<file path="config.mk">
export PLATFORM = sky130hd
export DESIGN_NAME = ps2_cmd_ctrl
export DESIGN_NICKNAME = d
export VERILOG_FILES = /design/src/rtl/ps2_pkg.sv /design/src/rtl/ps2_edge_sync.sv /design/src/rtl/ps2_cmd_ctrl.sv
export SDC_FILE = /design/constraint.sdc
export NUM_CORES = 1
export LEC_CHECK = 0
export ABC_AREA = 0
export BUFFER_PORTS_ARGS = -buffer_cell sky130_fd_sc_hd__buf_2
export CAP_MARGIN = 20
export CORE_ASPECT_RATIO = 1.75
export CORE_MARGIN = 4
export CORE_UTILIZATION = 62
export CTS_CLUSTER_DIAMETER = 30
export DETAILED_ROUTE_END_ITERATION = 16
export GPL_TIMING_DRIVEN = 0
export PLACE_DENSITY = 0.89
export SLEW_MARGIN = 15
export SYNTH_ARGS = -nofsm -noshare
export SYNTH_HDL_FRONTEND = slang
export SYNTH_HIERARCHICAL = 1
export SYNTH_SLANG_ARGS = --single-unit
</file>
<file path="constraint.sdc">
create_clock -name clk -period 4.96 [get_ports clk]
set_input_delay 0.248 -clock clk [delete_from_list [all_inputs] [get_ports clk]]
set_output_delay 0.248 -clock clk [all_outputs]
set_load 0.05 [all_outputs]
</file>
<file path="src/rtl/ps2_pkg.sv">
// rtl/ps2_pkg.sv - shared states, status codes and PS/2 byte constants for the command sequencer
package ps2_pkg;

    typedef enum logic [2:0] {
        S_IDLE,
        S_INHIBIT,
        S_START,
        S_SEND,
        S_LACK,
        S_WAIT_RESP,
        S_DONE
    } ps2_state_e;

    typedef enum logic [1:0] {
        STAT_OK      = 2'b00,
        STAT_NACK    = 2'b01,
        STAT_TIMEOUT = 2'b10
    } ps2_status_e;

    localparam logic [7:0] PS2_ACK     = 8'hFA;
    localparam logic [7:0] PS2_RESEND  = 8'hFE;
    localparam logic [7:0] PS2_SET_LED = 8'hED;
    localparam logic [7:0] PS2_BREAK   = 8'hF0;
    localparam logic [7:0] PS2_EXT     = 8'hE0;

endpackage

</file>
<file path="src/rtl/ps2_edge_sync.sv">
// rtl/ps2_edge_sync.sv - 2-flop synchronizer with falling-edge detect for a raw PS/2 line
module ps2_edge_sync (
    input  logic clk,    // system clock
    input  logic rst_n,  // async active-low reset
    input  logic din,    // raw asynchronous line
    output logic level,  // synchronized level
    output logic fall    // one-cycle pulse on synchronized 1 -> 0
);

    logic meta_q;
    logic sync_q;
    logic prev_q;

    // Idle PS/2 lines are pulled high, so reset to 1 to avoid a false edge.
    always_ff @(posedge clk or negedge rst_n) begin
        if (!rst_n) begin
            meta_q <= 1'b1;
            sync_q <= 1'b1;
            prev_q <= 1'b1;
        end else begin
            meta_q <= din;
            sync_q <= meta_q;
            prev_q <= sync_q;
        end
    end

    assign level = sync_q;
    assign fall  = prev_q & ~sync_q;

endmodule

</file>
<file path="src/rtl/ps2_cmd_ctrl.sv">
// rtl/ps2_cmd_ctrl.sv - host-side PS/2 command sequencer with resend, timeout and scan-code forwarding
module ps2_cmd_ctrl #(
    parameter int INHIBIT_CYCLES = 10000,
    parameter int TIMEOUT_CYCLES = 2000000,
    parameter int MAX_RETRY      = 2
) (
    input  logic       clk,          // system clock
    input  logic       rst_n,        // async active-low reset
    input  logic       cmd_valid,    // command request
    output logic       cmd_ready,    // idle, accepting a command
    input  logic [7:0] cmd_byte,     // command byte
    input  logic       cmd_has_arg,  // argument byte follows
    input  logic [7:0] cmd_arg,      // argument byte
    output logic       done,         // one-cycle completion pulse
    output logic [1:0] status,       // result while done is high
    input  logic       ps2_clk_in,   // raw PS/2 clock line
    input  logic       ps2_data_in,  // raw PS/2 data line
    output logic       ps2_clk_oe,   // 1 pulls clock low
    output logic       ps2_data_oe,  // 1 pulls data low
    input  logic [9:0] rx_code,      // receiver {expand, break, byte}
    input  logic       rx_ready,     // receiver strobe
    output logic       rx_rst,       // receiver reset while host drives
    output logic [9:0] key_code,     // forwarded scan code
    output logic       key_valid     // forwarded-code strobe
);

    import ps2_pkg::*;

    localparam int MAX_CNT = (INHIBIT_CYCLES > TIMEOUT_CYCLES) ? INHIBIT_CYCLES : TIMEOUT_CYCLES;
    localparam int CNT_W   = $clog2(MAX_CNT + 1);
    localparam int RTR_W   = (MAX_RETRY < 1) ? 1 : $clog2(MAX_RETRY + 1);

    // Loads are N-1 so that the counter reaches zero on the Nth cycle.
    localparam logic [CNT_W-1:0] INH_LOAD = CNT_W'(INHIBIT_CYCLES - 1);
    localparam logic [CNT_W-1:0] TMO_LOAD = CNT_W'(TIMEOUT_CYCLES - 1);

    ps2_state_e        state_q, state_d;
    logic [CNT_W-1:0]  cnt_q, cnt_d;
    logic [3:0]        bit_q, bit_d;
    logic [RTR_W-1:0]  retry_q, retry_d;
    logic [7:0]        byte_q, byte_d;
    logic [7:0]        arg_q, arg_d;
    logic              pend_q, pend_d;
    logic              clk_oe_q, clk_oe_d;
    logic              data_oe_q, data_oe_d;
    logic              rx_rst_q, rx_rst_d;
    ps2_status_e       status_q, status_d;
    logic [9:0]        key_code_q, key_code_d;
    logic              key_valid_q, key_valid_d;

    logic clk_fall;
    logic clk_lvl_unused;
    logic data_lvl;
    logic data_fall_unused;

    ps2_edge_sync u_clk_sync (
        .clk   (clk),
        .rst_n (rst_n),
        .din   (ps2_clk_in),
        .level (clk_lvl_unused),
        .fall  (clk_fall)
    );

    ps2_edge_sync u_data_sync (
        .clk   (clk),
        .rst_n (rst_n),
        .din   (ps2_data_in),
        .level (data_lvl),
        .fall  (data_fall_unused)
    );

    logic rx_ack;
    logic rx_rsnd;
    logic expired;
    logic can_retry;

    assign rx_ack    = rx_ready && (rx_code == {2'b00, PS2_ACK});
    assign rx_rsnd   = rx_ready && (rx_code == {2'b00, PS2_RESEND});
    assign expired   = (cnt_q == '0);
    assign can_retry = (retry_q < RTR_W'(MAX_RETRY));

    always_comb begin
        state_d     = state_q;
        cnt_d       = expired ? cnt_q : cnt_q - CNT_W'(1);
        bit_d       = bit_q;
        retry_d     = retry_q;
        byte_d      = byte_q;
        arg_d       = arg_q;
        pend_d      = pend_q;
        clk_oe_d    = clk_oe_q;
        data_oe_d   = data_oe_q;
        rx_rst_d    = rx_rst_q;
        status_d    = status_q;
        key_code_d  = key_code_q;
        key_valid_d = 1'b0;

        case (state_q)
            S_IDLE: begin
                if (cmd_valid) begin
                    byte_d   = cmd_byte;
                    arg_d    = cmd_arg;
                    pend_d   = cmd_has_arg;
                    retry_d  = '0;
                    state_d  = S_INHIBIT;
                    cnt_d    = INH_LOAD;
                    clk_oe_d = 1'b1;
                    rx_rst_d = 1'b1;
                end
            end
            S_INHIBIT: begin
                if (expired) begin
                    data_oe_d = 1'b1;
                    state_d   = S_START;
                end
            end
            S_START: begin
                clk_oe_d = 1'b0;
                bit_d    = 4'd0;
                cnt_d    = TMO_LOAD;
                state_d  = S_SEND;
            end
            S_SEND: begin
                // An edge always takes priority over a coincident timeout.
                if (clk_fall) begin
                    cnt_d = TMO_LOAD;
                    bit_d = bit_q + 4'd1;
                    if (bit_q < 4'd8) begin
                        data_oe_d = ~byte_q[bit_q[2:0]];
                    end else if (bit_q == 4'd8) begin
                        // Odd parity bit; drive low only when the bit is 0.
                        data_oe_d = ^byte_q;
                    end else begin
                        data_oe_d = 1'b0;
                        state_d   = S_LACK;
                    end
                end else if (expired) begin
                    state_d   = S_DONE;
                    status_d  = STAT_TIMEOUT;
                    clk_oe_d  = 1'b0;
                    data_oe_d = 1'b0;
                    rx_rst_d  = 1'b0;
                end
            end
            S_LACK: begin
                if (clk_fall) begin
                    cnt_d = TMO_LOAD;
                    if (!data_lvl) begin
                        rx_rst_d = 1'b0;
                        state_d  = S_WAIT_RESP;
                    end else if (can_retry) begin
                        retry_d   = retry_q + RTR_W'(1);
                        state_d   = S_INHIBIT;
                        cnt_d     = INH_LOAD;
                        clk_oe_d  = 1'b1;
                        data_oe_d = 1'b0;
                        rx_rst_d  = 1'b1;
                    end else begin
                        state_d   = S_DONE;
                        status_d  = STAT_NACK;
                        clk_oe_d  = 1'b0;
                        data_oe_d = 1'b0;
                        rx_rst_d  = 1'b0;
                    end
                end else if (expired) begin
                    state_d   = S_DONE;
                    status_d  = STAT_TIMEOUT;
                    clk_oe_d  = 1'b0;
                    data_oe_d = 1'b0;
                    rx_rst_d  = 1'b0;
                end
            end
            S_WAIT_RESP: begin
                if (rx_ack) begin
                    if (pend_q) begin
                        byte_d    = arg_q;
                        pend_d    = 1'b0;
                        retry_d   = '0;
                        state_d   = S_INHIBIT;
                        cnt_d     = INH_LOAD;
                        clk_oe_d  = 1'b1;
                        data_oe_d = 1'b0;
                        rx_rst_d  = 1'b1;
                    end else begin
                        state_d  = S_DONE;
                        status_d = STAT_OK;
                    end
                end else if (rx_rsnd) begin
                    if (can_retry) begin
                        retry_d   = retry_q + RTR_W'(1);
                        state_d   = S_INHIBIT;
                        cnt_d     = INH_LOAD;
                        clk_oe_d  = 1'b1;
                        data_oe_d = 1'b0;
                        rx_rst_d  = 1'b1;
                    end else begin
                        state_d  = S_DONE;
                        status_d = STAT_NACK;
                    end
                end else if (expired) begin
                    state_d   = S_DONE;
                    status_d  = STAT_TIMEOUT;
                    clk_oe_d  = 1'b0;
                    data_oe_d = 1'b0;
                    rx_rst_d  = 1'b0;
                end
            end
            S_DONE: begin
                state_d = S_IDLE;
            end
            default: begin
                state_d = S_IDLE;
            end
        endcase

        // While the receiver is held in reset its strobes are meaningless and dropped.
        if (rx_ready && ((state_q == S_IDLE) || (state_q == S_DONE) ||
                         ((state_q == S_WAIT_RESP) && !rx_ack && !rx_rsnd))) begin
            key_valid_d = 1'b1;
            key_code_d  = rx_code;
        end
    end

    always_ff @(posedge clk or negedge rst_n) begin
        if (!rst_n) begin
            state_q     <= S_IDLE;
            cnt_q       <= '0;
            bit_q       <= 4'd0;
            retry_q     <= '0;
            byte_q      <= 8'h00;
            arg_q       <= 8'h00;
            pend_q      <= 1'b0;
            clk_oe_q    <= 1'b0;
            data_oe_q   <= 1'b0;
            rx_rst_q    <= 1'b0;
            status_q    <= STAT_OK;
            key_code_q  <= 10'h000;
            key_valid_q <= 1'b0;
        end else begin
            state_q     <= state_d;
            cnt_q       <= cnt_d;
            bit_q       <= bit_d;
            retry_q     <= retry_d;
            byte_q      <= byte_d;
            arg_q       <= arg_d;
            pend_q      <= pend_d;
            clk_oe_q    <= clk_oe_d;
            data_oe_q   <= data_oe_d;
            rx_rst_q    <= rx_rst_d;
            status_q    <= status_d;
            key_code_q  <= key_code_d;
            key_valid_q <= key_valid_d;
        end
    end

    assign cmd_ready   = (state_q == S_IDLE);
    assign done        = (state_q == S_DONE);
    assign status      = status_q;
    assign ps2_clk_oe  = clk_oe_q;
    assign ps2_data_oe = data_oe_q;
    assign rx_rst      = rx_rst_q;
    assign key_code    = key_code_q;
    assign key_valid   = key_valid_q;

endmodule

</file>
Word level (Yosys, flattened, before mapping)
Index checks and enable logic that the tools add are counted.
- equality and inequality tests: 24
- add/subtract/negate cells: 3
- order comparisons: 3
- reduce and logical (&&, ||, !) cells: 29
- bitwise logic cells: 3
- mux-type cells: 83
- operators by type and width (operator ; count):
    21-bit 2-to-1 mux ; 10
    21-bit case mux with 5 select lines ; 1
    3-bit 2-to-1 mux ; 12
    1-bit 2-to-1 mux ; 31
    2-bit 2-to-1 mux ; 15
    8-bit 2-to-1 mux ; 3
    21-bit logical NOT ; 1
    21-bit by 1-bit subtractor with 21-bit output (second input constant) ; 1
    10-bit by 8-bit equality test with 1-bit output (second input constant) ; 2
    3-bit case mux with 6 select lines ; 1
    8-bit case mux with 2 select lines ; 1
    3-bit inequality test (second input constant) ; 5
    2-bit inequality test (second input constant) ; 7
    2-bit case mux with 3 select lines ; 2
    4-bit AND reduction ; 3
    6-bit AND reduction ; 2
    5-bit AND reduction ; 2
    3-bit equality test (second input constant) ; 3
    1-bit case mux with 4 select lines ; 2
    4-bit case mux with 2 select lines ; 1
    4-bit nonzero test ; 2
    8-bit XOR reduction ; 1
    3-bit by 2-bit equality test with 1-bit output (second input constant) ; 2
    3-bit nonzero test ; 2
    other kinds (24) ; 33
- output and inout port bits: 18
- logic and storage cells: 163
- input bits: 33
- bits in registers: 68

Longest topological paths before layout
- word-level depth: 8
- gate-level depth with buffers: 8
- gate-level depth less buffers: 7

Cells and area by module
The synthesis kept the hierarchy.
- modules (own cells, without submodules) (module ; sequential area each (um^2) ; area an instance (um^2) ; cells an instance ; instances):
    ps2_cmd_ctrl ; 1576.5 ; 3642.2 ; 367 ; 1
    ps2_edge_sync ; 78.8 ; 92.6 ; 4 ; 2

Worst setup path after synthesis
Ideal clock, no wire load.
- path type: register to output
- start point: register state_q[0]
- end point: output port cmd_ready
- slack: 2.785 ns
- cell stages (with the launch flop): 5
- path buffers: 3
- arrival: 1.927 ns
- data required time: 4.712 ns
- path through: dfrtp_1 > buf_2 > clkbuf_1 > clkbuf_1 > nor3_1
- longest elaborated chain between the ends: 1
- RTL lines (element ; line ; RTL):
    from (decl) ; ps2_cmd_ctrl.sv:37 ; ps2_state_e state_q, state_d;
    from (signal assigned) ; ps2_cmd_ctrl.sv:239 ; state_q <= state_d;
    3-bit logical NOT ; ps2_cmd_ctrl.sv:255 ; assign cmd_ready = (state_q == S_IDLE);
    to (decl) ; ps2_cmd_ctrl.sv:10 ; output logic cmd_ready,
No other way between the ends.

Worst setup path after layout
- start point: register u_clk_sync.prev_q
- end point: register cnt_q[8]
- longest elaborated chain between the ends: 3
- elaborated cells on any way between the ends: 4
- those cells by class: mux: 3; bitwise: 1
- RTL lines (element ; line ; RTL):
    from (decl) ; ps2_edge_sync.sv:12 ; logic prev_q;
    from (signal assigned) ; ps2_edge_sync.sv:23 ; prev_q <= sync_q;
    1-bit bitwise AND (*) ; ps2_edge_sync.sv:28 ; assign fall = prev_q & ~sync_q;
    via clk_fall ; ps2_cmd_ctrl.sv:51 ; logic clk_fall;
    21-bit 2-to-1 mux (on tied branches) ; ps2_cmd_ctrl.sv:145, ps2_cmd_ctrl.sv:124 ;
    21-bit case mux with 5 select lines (*) ; ps2_cmd_ctrl.sv:97 ; case (state_q)
    via cnt_d[8] ; ps2_cmd_ctrl.sv:38 ; logic [CNT_W-1:0] cnt_q, cnt_d;
    to (signal assigned) ; ps2_cmd_ctrl.sv:240 ; cnt_q <= cnt_d;
    to (decl) ; ps2_cmd_ctrl.sv:38 ;
The timed path passes the listed nets; every way through them passes the cells marked *.
A chain may end at the register's enable or synchronous reset.

==> results.md <==
* Share of cells above drive strength 1 at 0.253
* Die width at 67.1 µm
* Final instance area at 4410 µm²
* Post-Synthesis Cell Area at 3790 µm²
* DRT iter0 DRCs at 154
* H-tree depth at 3
* RSZ-0062 raised after global routing: false
* Slew Limit Fails at 0
* Starting Density at 0.639
* DRC errors left at 0
* Max-Cap Viols at 0
* Post-synthesis net count at about 410
* Fin crit share at 0.569
* First-pass GRT wire length at 15,000 µm
* Setup bufs post-CTS at 0
* Num rows at 37
* Pwr Density at 594 nW/µm²
* Max Fclk at 355 MHz
* Critical path class: flip-flop to flip-flop
* HPWL after DPL at 6440 µm
* Die extent in y at 111 µm
* Final wirelength at 8850 µm
* IO Pins at 51
* WP data required at 5240 ps
* Clk pin slew, worst setup/hold paths at 70 ps
* Hold_buf cts at 3
* Core ar. at between 5000 and 6000 µm²
* CTS tree: yes
* Arrival time at the worst endpoint at slightly above 3000 ps
* Cts repair resizes at 0
* Placed Area at 4170 µm²
* Finished Layout Cells at 521
* DR WL/cell at around 17 µm
* Congestion Overflow GR at 0
* Antenna violations before repair at 0
* Static leakage at between 1.5 and 2 nW
* Clock root buffer: clkbuf_8
* Final setup fails at 0
* Antenna diode count at 0
* # port buffers at 50
* Final Power at 2.62 mW
* Drt first pass iters at 4
* Min Tclk post-route at between 2000 and 3000 ps
* Area growth from synthesis to layout at 16.5%
* Worst setup SP type: flip-flop
* Final hold violation count at 0
* Total negative slack at 0 ps
* Gr usage total at 0.261
* Die area at 7470 µm²
* Worst VDD drop at about 0.46 mV
* Cell count after synthesis at 373
* Vias per cell at 6.01
* Via Count at 3,133
* Pin count of the biggest net entering global routing at 61
* Nets@finish at 476
* Cts bufs inserted at 9
* Yosys warnings at 6
* Placed Cells at about 500
* Worst setup EP type: flip-flop
* Longest Clk Path Bufs at 2
* Crit Path Max Fanout at 9
* Post-route antenna net violation count at 0
* Status: finished clean
* Hold Path Class: primary input to flip-flop
* Worst-case clock skew at 6.77 ps
* Sink count of the clock tree at 68
* Worst-Skew Late Latency at 350 ps
* Syn Area/Cell at just over 10 µm²
* Least-Margin Pin Slew at 730 ps
* Vias in the first global route at 3,207
* Slew HR at 0.513
* GP Congestion at 0.916
==> worst paths after layout <==
path                                      end  depth (start not counted)  slack, ps         startpoint
min in group asynchronous           cnt_q[17]                          2        260              rst_n
setup reg to reg                     cnt_q[8]                          7       2140  u_clk_sync/prev_q
max in group asynchronous  u_data_sync/meta_q                          3       4140              rst_n
hold / removal                         pend_q                          3        120        cmd_has_arg
hold reg to reg              u_clk_sync/level                          0        360  u_clk_sync/meta_q
setup / recovery                     cnt_q[8]                          7       2140  u_clk_sync/prev_q
==> report_power, final <==
part	internal [mW]	switching (mW)	leakage (nW)
logic	0.466	0.733	0.902
registers	0.762	0.160	0.820
clock network	0.294	0.204	0.113
==> placed cells by master, fill, tap and decap left out, types with 3 or more instances in the layout <==
cell	instances
nand4_1	3
nand4b_1	4
dfrtp_1	63
clkbuf_8	10
o21ai_0	29
nor3_1	14
xnor2_1	11
buf_2	53
buf_4	3
a21boi_0	3
dfstp_2	5
mux2i_1	10
a211oi_1	4
o211ai_1	4
a21o_1	4
nand3_1	11
nand3b_1	3
or3_1	4
o21bai_1	3
o31ai_1	5
clkbuf_1	10
xor2_1	11
a21oi_1	15
ha_1	5
clkinv_2	3
nand2_1	22
mux2_2	21
nor2b_1	10
nand2b_1	10
nor2_1	23
dlygate4sd3_1	3
a31oi_1	8
inv_1	10
o21ai_1	4
==> layout make-up <==
type | count | area [µm²]
plain buffers | 15 | 68.8
clock buffers | 11 | 141
clock inverters | 5 | 75.1
fillers | 467 | 1510
inverters | 10 | 37.5
multi-input cells | 280 | 1970
flip-flops and latches | 68 | 1710
well taps | 78 | 97.6
repair buffers | 54 | 310
==> routing by layer <==
| layer | part of all wire | routed length, µm | GRT usage |
|---|---|---|---|
| met3 | 0.046 | 408 | 0.0545 |
| met4 | 0.028 | 251 | 0.108 |
| met1 | 0.38 | 3340 | 0.293 |
| met2 | 0.55 | 4850 | 0.461 |
| met5 | 0 | 0 | 0 |
==> flip-flops by register name (all words and copies together) (netlist names), 2 cells and up <==
register	cells
retry_q	2
key_code	10
cnt_q	21
state_q	3
byte_q	8
status	2
arg_q	8
bit_q	4
==> worst max-delay path, cell delays in order, from the launching register on <==
cell and delay, ps:
dfstp_2 520, nor2b_4 120, clkbuf_1 310, and3b_1 210
o31ai_1 140, a21oi_1 640, nor3b_2 620, o21bai_1 190
==> stage by stage <==
stage,hold slack [ps],utilization,setup WS (ps)
floorplan,-47.6,-,2790
global placement,346,0.698,2200
detailed placement,92.8,0.703,2130
CTS,99.7,0.745,2120
global route,123,0.745,1950
finish,115,0.745,2140
(Power assumes the default switching activity.)
